===== config.mk =====
export PLATFORM = sky130hd
export DESIGN_NAME = ila_trigger_ctrl
export DESIGN_NICKNAME = d
export VERILOG_FILES = /design/src/rtl/ila_trigger_ctrl.sv
export SDC_FILE = /design/constraint.sdc
export NUM_CORES = 1
export LEC_CHECK = 0
export CORE_UTILIZATION = 25
export DETAILED_ROUTE_END_ITERATION = 7
export GPL_TIMING_DRIVEN = 0
export PLACE_DENSITY = 0.46
export SLEW_MARGIN = 10
export SYNTH_ARGS = -nofsm -noshare
export SYNTH_HDL_FRONTEND = slang
export SYNTH_SLANG_ARGS = --single-unit
export TNS_END_PERCENT = 10

===== constraint.sdc =====
create_clock -name clk -period 5.7 [get_ports clk]
set_input_delay 1.14 -clock clk [delete_from_list [all_inputs] [get_ports clk]]
set_output_delay 1.14 -clock clk [all_outputs]
set_load 0.01 [all_outputs]

===== src/rtl/ila_trigger_ctrl.sv =====
// Trigger qualification and capture sequencer feeding the ILA sample buffer write-qualify.
// Conditions probe bits (mask/negate/edge), combines them, and runs IDLE/ARMED/CAPTURE/DONE.
`ifndef ILA_MAX_SAMPLES_W
`define ILA_MAX_SAMPLES_W 16
`endif

module ila_trigger_ctrl #(
  parameter int TRIG_N = 4,
  parameter int CNT_W  = `ILA_MAX_SAMPLES_W,
  parameter int WAIT_W = 32
) (
  input  logic              clk,
  input  logic              rst,
  input  logic              rst_soft,
  input  logic [TRIG_N-1:0] trig_in,
  input  logic [TRIG_N-1:0] trig_mask,
  input  logic [TRIG_N-1:0] trig_negate,
  input  logic [TRIG_N-1:0] trig_edge,
  input  logic              combine_and,
  input  logic [CNT_W-1:0]  post_samples,
  input  logic              arm,
  input  logic              abort,
  output logic              capture,
  output logic              busy,
  output logic              done,
  output logic [1:0]        state,
  output logic [WAIT_W-1:0] wait_cycles
);

  typedef enum logic [1:0] {
    ST_IDLE    = 2'd0,
    ST_ARMED   = 2'd1,
    ST_CAPTURE = 2'd2,
    ST_DONE    = 2'd3
  } state_t;

  localparam logic [WAIT_W-1:0] WAIT_MAX = {WAIT_W{1'b1}};
  localparam logic [WAIT_W-1:0] WAIT_ONE = {{(WAIT_W-1){1'b0}}, 1'b1};
  localparam logic [CNT_W-1:0]  CNT_ONE  = {{(CNT_W-1){1'b0}}, 1'b1};

  state_t            state_r, state_s;
  logic [TRIG_N-1:0] trig_q_r, trig_prev_r, cond_s;
  logic              hit_s;
  logic [CNT_W-1:0]  cnt_r, cnt_s;
  logic [WAIT_W-1:0] wait_r, wait_s;
  logic              capture_r, busy_r, done_r;

  // Per-bit condition and AND/OR combine; an empty mask is a free-running trigger
  always_comb begin
    cond_s = (trig_edge & trig_q_r & ~trig_prev_r) | (~trig_edge & trig_q_r);
    if (trig_mask == {TRIG_N{1'b0}}) begin
      hit_s = 1'b1;
    end else if (combine_and) begin
      hit_s = &(cond_s | ~trig_mask);
    end else begin
      hit_s = |(cond_s & trig_mask);
    end
  end

  // Next-state, post-trigger counter and armed-wait counter; abort outranks everything
  always_comb begin
    state_s = state_r;
    cnt_s   = cnt_r;
    wait_s  = wait_r;
    if (abort) begin
      state_s = ST_IDLE;
    end else begin
      case (state_r)
        ST_IDLE, ST_DONE: begin
          if (arm) begin
            state_s = ST_ARMED;
            cnt_s   = {CNT_W{1'b0}};
            wait_s  = {WAIT_W{1'b0}};
          end else begin
            state_s = state_r;
          end
        end
        ST_ARMED: begin
          if (hit_s) begin
            state_s = ST_CAPTURE;
          end else if (wait_r != WAIT_MAX) begin
            wait_s = wait_r + WAIT_ONE;
          end else begin
            wait_s = wait_r;
          end
        end
        ST_CAPTURE: begin
          // post_samples==0 means run until abort; the counter simply wraps
          cnt_s = cnt_r + CNT_ONE;
          if ((post_samples != {CNT_W{1'b0}}) && (cnt_r == post_samples - CNT_ONE)) begin
            state_s = ST_DONE;
          end else begin
            state_s = ST_CAPTURE;
          end
        end
        default: begin
          state_s = ST_IDLE;
        end
      endcase
    end
  end

  // Input stage, state register and registered status outputs
  always_ff @(posedge clk) begin
    if (rst || rst_soft) begin
      trig_q_r    <= {TRIG_N{1'b0}};
      trig_prev_r <= {TRIG_N{1'b0}};
      state_r     <= ST_IDLE;
      cnt_r       <= {CNT_W{1'b0}};
      wait_r      <= {WAIT_W{1'b0}};
      capture_r   <= 1'b0;
      busy_r      <= 1'b0;
      done_r      <= 1'b0;
    end else begin
      trig_q_r    <= trig_in ^ trig_negate;
      trig_prev_r <= trig_q_r;
      state_r     <= state_s;
      cnt_r       <= cnt_s;
      wait_r      <= wait_s;
      capture_r   <= (state_s == ST_CAPTURE);
      busy_r      <= (state_s == ST_ARMED) || (state_s == ST_CAPTURE);
      done_r      <= (state_s == ST_DONE);
    end
  end

  assign capture     = capture_r;
  assign busy        = busy_r;
  assign done        = done_r;
  assign state       = state_r;
  assign wait_cycles = wait_r;

endmodule


==> results of run 1 <==
layer usage:
metal  vias up  GRT usage  share of wire
met3        13    0.03802          0.044
met2        62     0.2290           0.46
met1      1591     0.1813           0.48
met5         -          0              0
li1       1751          -              -
met4         0    0.05156          0.015
cells by family after synthesis:
group | Yosys count
AND/OR/NAND/NOR | 192
AO/OA/AOI/OAI | 101
flip-flops | 61
XOR/XNOR | 33
buffers and inverters | 32
adder cells (fa/ha/maj) | 8
multiplexers | 5
power groups by stage:
stage | registers [mW] | logic [mW] | clock network, mW
floorplan | 0.440 | 0.0464 | 0
finish | 0.431 | 0.0953 | 0.544
global route | 0.431 | 0.105 | 0.579
CTS | 0.431 | 0.0960 | 0.558
detailed placement | 0.440 | 0.0954 | 0
global placement | 0.440 | 0.0948 | 0
critical path, cell delays in order:
cell and delay, ps:
clkdlybuf4s50_1 490, inv_1 120, ha_1 240, or4b_1 440
buf_2 180, or4_4 520, mux2_4 310, mux2i_1 130
o22ai_1 170, a2bb2oi_2 250, inv_1 70, ha_1 180
and2_1 120
stage by stage:
step / cell area [um2] / setup slack, ps / cells / util
after floorplan: 3463 / 2077 / 432 / -
after global placement: 4414 / 1306 / 681 / 0.3294
after detailed placement: 4414 / 1220 / 681 / 0.3294
after CTS: 4707 / 1589 / 697 / 0.3513
after global routing: 4707 / 1453 / 697 / 0.3513
final: 4707 / 1575 / 697 / 0.3513
cell usage in the layout (no fill, tap or decap), types with 15 or more instances in the layout:
cell and instances:
a21oi_1 35, or3_1 28, nor2_1 33, dfxtp_1 61, nand2_1 30, nand3_1 28
inv_1 15, xor2_1 22, nand4_1 15, o21ai_1 15, clkdlybuf4s50_1 73
cell type report:
class,count,area share
inverters,16,0.01276
flip-flops and latches,61,0.2594
well taps,176,0.04678
repair buffers,73,0.1552
multi-input cells,339,0.4490
clock inverters,6,0.01356
clock buffers,10,0.04864
plain buffers,16,0.01462
final timing paths:
check	from	cells after the start	to
worst min register to register	trig_q_r[1]	1	trig_prev_r[1]
worst min-delay path	trig_q_r[1]	1	trig_prev_r[1]
worst max register to register	wait_cycles[0]	9	wait_cycles[5]
worst max-delay path	post_samples[0]	13	done
registers in the layout, indices dropped and copies added, names as in the netlist:
name,cells
busy,1
capture,1
cnt_r,16
done,1
state,2
trig_prev_r,4
trig_q_r,4
wait_cycles,32
==> results.cfg, run 1 <==
[timing]
tightest_slew_ps = 880.7
hold_ws_ps = 447.8
setup_violations = 0
period_share = 0.7237
max_freq_ghz = 0.2424
maxSlewViolCount = 0
finalClockSkew_ps = 9.913
rsz0062_at_grt = false
maxSlewHeadroom = 0.4084
tns_ps = 0
post-route-min-period_ps = 4125
hold_violations = 0

[power]
power_mw = 1.070
p_leak_nw = 1.563
pwr-share-clk = 0.508
combPwrFrac = 0.089
p_int_mw = 0.8110
p_per_area_mw_per_mm2 = 227.3
pwr-share-seq = 0.403
netSwitchingFraction = 0.2421
switching_power_mw = 0.2590
max-vdd-ir-drop_mv = 0.1461

[placement]
routabilityCongestion = 0.8660
hpwl_um = 7292
portBuffers = 73

[global_route]
grt_pass1_wl_um = 15980
grt_max_degree = 12
antenna_found_initial = 0
track_usage = 0.1422
grt_pass1_vias = 3235
overflow = 0

[synthesis]
synth_top_family_by_area = simple AND/OR/NAND/NOR gates
synth_seq_cells = 61
synth_most_common_cell = dfxtp_1
synth-async-reset-ratio = 0
synth_mux_area_frac = 0.01626
synthTopCellsByArea = dfxtp_1 35%, xor2_1 5.6%, a21oi_1 5.1%
syn_area_mm2 = 0.003463
avgSynthCellArea_um2 = 8.017
synth_flop_cell = dfxtp_1
synthAdderAreaFrac = 0.02890
synth_common_cells = 61 x dfxtp_1, 35 x a21oi_1, 33 x nor2_1, 30 x nand2_1
synth-seq-area-share = 0.3526
ys_warn_count = 0
synth-edff-count = 0
synth-simple-area-share = 0.3009
synth-compound-area-share = 0.1806
synth_top_cell_by_area = dfxtp_1
synthDistinctLibCells = 55
synth_nets = 478
synth_top_area_share = 0.3526
synth-xor-area-share = 0.08345
synthCells = 432

[routing]
drtAntennaViolNets = 0
dr.first_iter.drc_count = 196
drc = 0
viasPerCell = 4.902
wire_per_inst_um = 14.00
routed_wl_um = 9761
vias = 3417
dr.pass1.iters = 4

[setup_path]
path_class = in2reg
start_kind = input port
cp.required_ps = 5930
critPathArrivalTime_ps = 4360
r2r_slack_ps = 2580
worstSetupEndpointType = flop
critical_path.max_fanout = 8

[clocking]
hold_buffers = 0
clk_latency_ps = 340
cts.path.max_buffers = 2
cts_made_buffers = 9
cts_tree = done
cts.sinks = 61
cts_setup_buffers = 0
clkTransAtPathRegs_ps = 60
post_cts_resized = 0
cts-root-buf = clkbuf_16
cts_max_level = 3

[finish]
regArea_mm2 = 0.001221
fillerInstances = 1378
area_growth_pct = 35.91
nets = 562
multi_input_area_mm2 = 0.002113
antenna_cells = 0
layout-drive-gt1-share = 0.05566

[floorplanning]
ios = 75
initial_utilization = 0.2585
die_w_um = 119.7
dieHeight_um = 119.7
design.core.area_mm2 = 0.01340
dieArea_mm2 = 0.01433
fp-row-count = 42

[hold_path]
hp-class = reg2reg

[flow_run]
maxCapViolCount = 0

[outcome]
outcome = finished clean
No activity file was read; power rests on OpenSTA's default activity.
==> run 2, diff against run 1 <==
==> constraint.sdc (replaced) <==
create_clock -name clk -period 3.91 [get_ports clk]
set_input_delay 0.782 -clock clk [delete_from_list [all_inputs] [get_ports clk]]
set_output_delay 0.782 -clock clk [all_outputs]
set_load 0.01 [all_outputs]
==> results of run 2 <==
Same layout as run 1 (identical final DEF). Status: finished clean.
Main changes from that run: setup slack after placement 1220 ps -> -212.2 ps; setup slack after layout 1575 ps -> 142.8 ps; register-to-register setup slack 2580 ps -> 790 ps; total power 1.070 mW -> 1.560 mW; worst IR drop on VDD 0.1461 mV -> 0.2130 mV
==> run 3, diff against run 2 <==
--- a/config.mk
+++ b/config.mk
@@ -8,7 +8,9 @@
 export CORE_UTILIZATION = 25
 export DETAILED_ROUTE_END_ITERATION = 7
 export GPL_TIMING_DRIVEN = 0
+export MAX_ROUTING_LAYER = met4
 export PLACE_DENSITY = 0.46
+export SKIP_LAST_GASP = 1
 export SLEW_MARGIN = 10
 export SYNTH_ARGS = -nofsm -noshare
 export SYNTH_HDL_FRONTEND = slang
==> results.cfg, run 3 (synthesized netlist as in run 1, its figures left out) <==
[placement]
routabilityCongestion = 0.8801
portBuffers = 73
hpwl_um = 7292
place_area_mm2 = 0.004414

[setup_path]
crit_buf_inv = 4
path_class = in2reg
crit_chain = clkdlybuf4s50_1 -> inv_1 -> ha_1 -> or4b_1 -> buf_2 -> or4_4 -> mux2_4 -> mux2i_1 -> o22ai_1 -> a2bb2oi_2 -> inv_1 -> ha_1 -> and2_1
start_kind = input port
cp_top_family = simple AND/OR/NAND/NOR gates
crit_start = post_samples[0]
reg2reg_from = wait_cycles[0]
worstSetupEndpointType = flop
critPathMaxStageDelay_ps = 520
slowest_stage = or4_4
critPathArrivalTime_ps = 3990
cp.required_ps = 4140
critical_path.max_fanout = 8

[clocking]
cts_setup_buffers = 0
clk_latency_ps = 340
cts.path.max_buffers = 2
hold_buffers = 0
post_cts_resized = 0
cts-root-buf = clkbuf_16
cts_made_buffers = 9
cts.sinks = 61
cts_max_level = 3
cts_tree = done
clkTransAtPathRegs_ps = 60

[timing]
rsz0062_at_grt = false
maxSlewHeadroom = 0.4085
max_freq_ghz = 0.2664
tightest_slew_ps = 880.5
finalClockSkew_ps = 9.665
setup_violations = 0
hold_violations = 0
period_share = 0.9602
maxSlewViolCount = 0
post-route-min-period_ps = 3754

[floorplanning]
design.core.area_mm2 = 0.01340
dieArea_mm2 = 0.01433
dieHeight_um = 119.7
die_w_um = 119.7
ios = 75
initial_utilization = 0.2585
fp-row-count = 42

[global_route]
overflow = 0
grt_max_degree = 12
antenna_found_initial = 0
grt_pass1_wl_um = 16000
track_usage = 0.1463
grt_pass1_vias = 3227

[routing]
routed_wl_um = 9728
route.met2.wl_um = 4453
dr.pass1.iters = 4
met1_length_um = 4737
top_layer_used = met4
wire_per_inst_um = 13.96
drtAntennaViolNets = 0
viasPerCell = 4.887
vias = 3406
wl_met3_um = 419
dr.first_iter.drc_count = 193
drc = 0

[hold_path]
hp-class = reg2reg
min-delay-start = trig_q_r[1]

[power]
p_leak_nw = 1.563
p_per_area_mw_per_mm2 = 330.4
max-vdd-ir-drop_mv = 0.2130

[finish]
final_cell_area_mm2 = 0.004707
area_growth_pct = 35.91
final_common_cell = clkdlybuf4s50_1
final_cell_mix = 73 x clkdlybuf4s50_1, 61 x dfxtp_1, 35 x a21oi_1, 33 x nor2_1, 30 x nand2_1
largest_reg_flops = 32
antenna_cells = 0
nets = 562
fin_util = 0.3513
layout-drive-gt1-share = 0.05566

[outcome]
outcome = finished clean

[flow_run]
maxCapViolCount = 0
run 3: cell counts in the layout (fill, tap and decap cells not counted):
No cell type changed its count.
run 3: through the flow:
step	total power, mW	hold WS, ps	worst slack (ps)	setup TNS [ps]	instances
global route	1.626	478.3	22.54	0	697
CTS	1.581	456.0	157.1	0	697
finish	1.555	447.4	155.8	0	697
global placement	0.7795	432.5	-126.4	-212.3	681
detailed placement	0.7805	436.2	-212.2	-460.0	681
floorplan	0.7088	423.1	644.7	0	432
run 3: metal layers:
metal,track usage,vias to the layer above
met2,0.2287,60
met1,0.1825,1578
li1,-,1756
met4,0.05156,0
met5,-,-
met3,0.03707,12
run 3: final timing paths:
kind | to | slack (ps) | cells after the start
worst max-delay path | done | 160 | 13
worst min-delay path | trig_prev_r[1] | 450 | 1
worst max register to register | wait_cycles[5] | 800 | 9
worst min register to register | trig_prev_r[1] | 450 | 1
run 3: layout make-up:
cell class	count	area (um2)
fill	1378	8693
multi-input combinational	339	2113
sequential	61	1221
timing repair buffer	73	730.7
clock buffer	10	229.0
tap	176	220.2
buffer	16	68.82
clock inverter	6	63.81
inverter	16	60.06
run 3: where the power goes:
group          leakage [nW]  switching (mW)  total, mW  internal [mW]
clock                 0.138           0.297      0.789          0.492
sequential            0.492         0.00195      0.628          0.626
combinational         0.933          0.0740      0.139         0.0646
total                  1.56           0.373       1.56           1.18
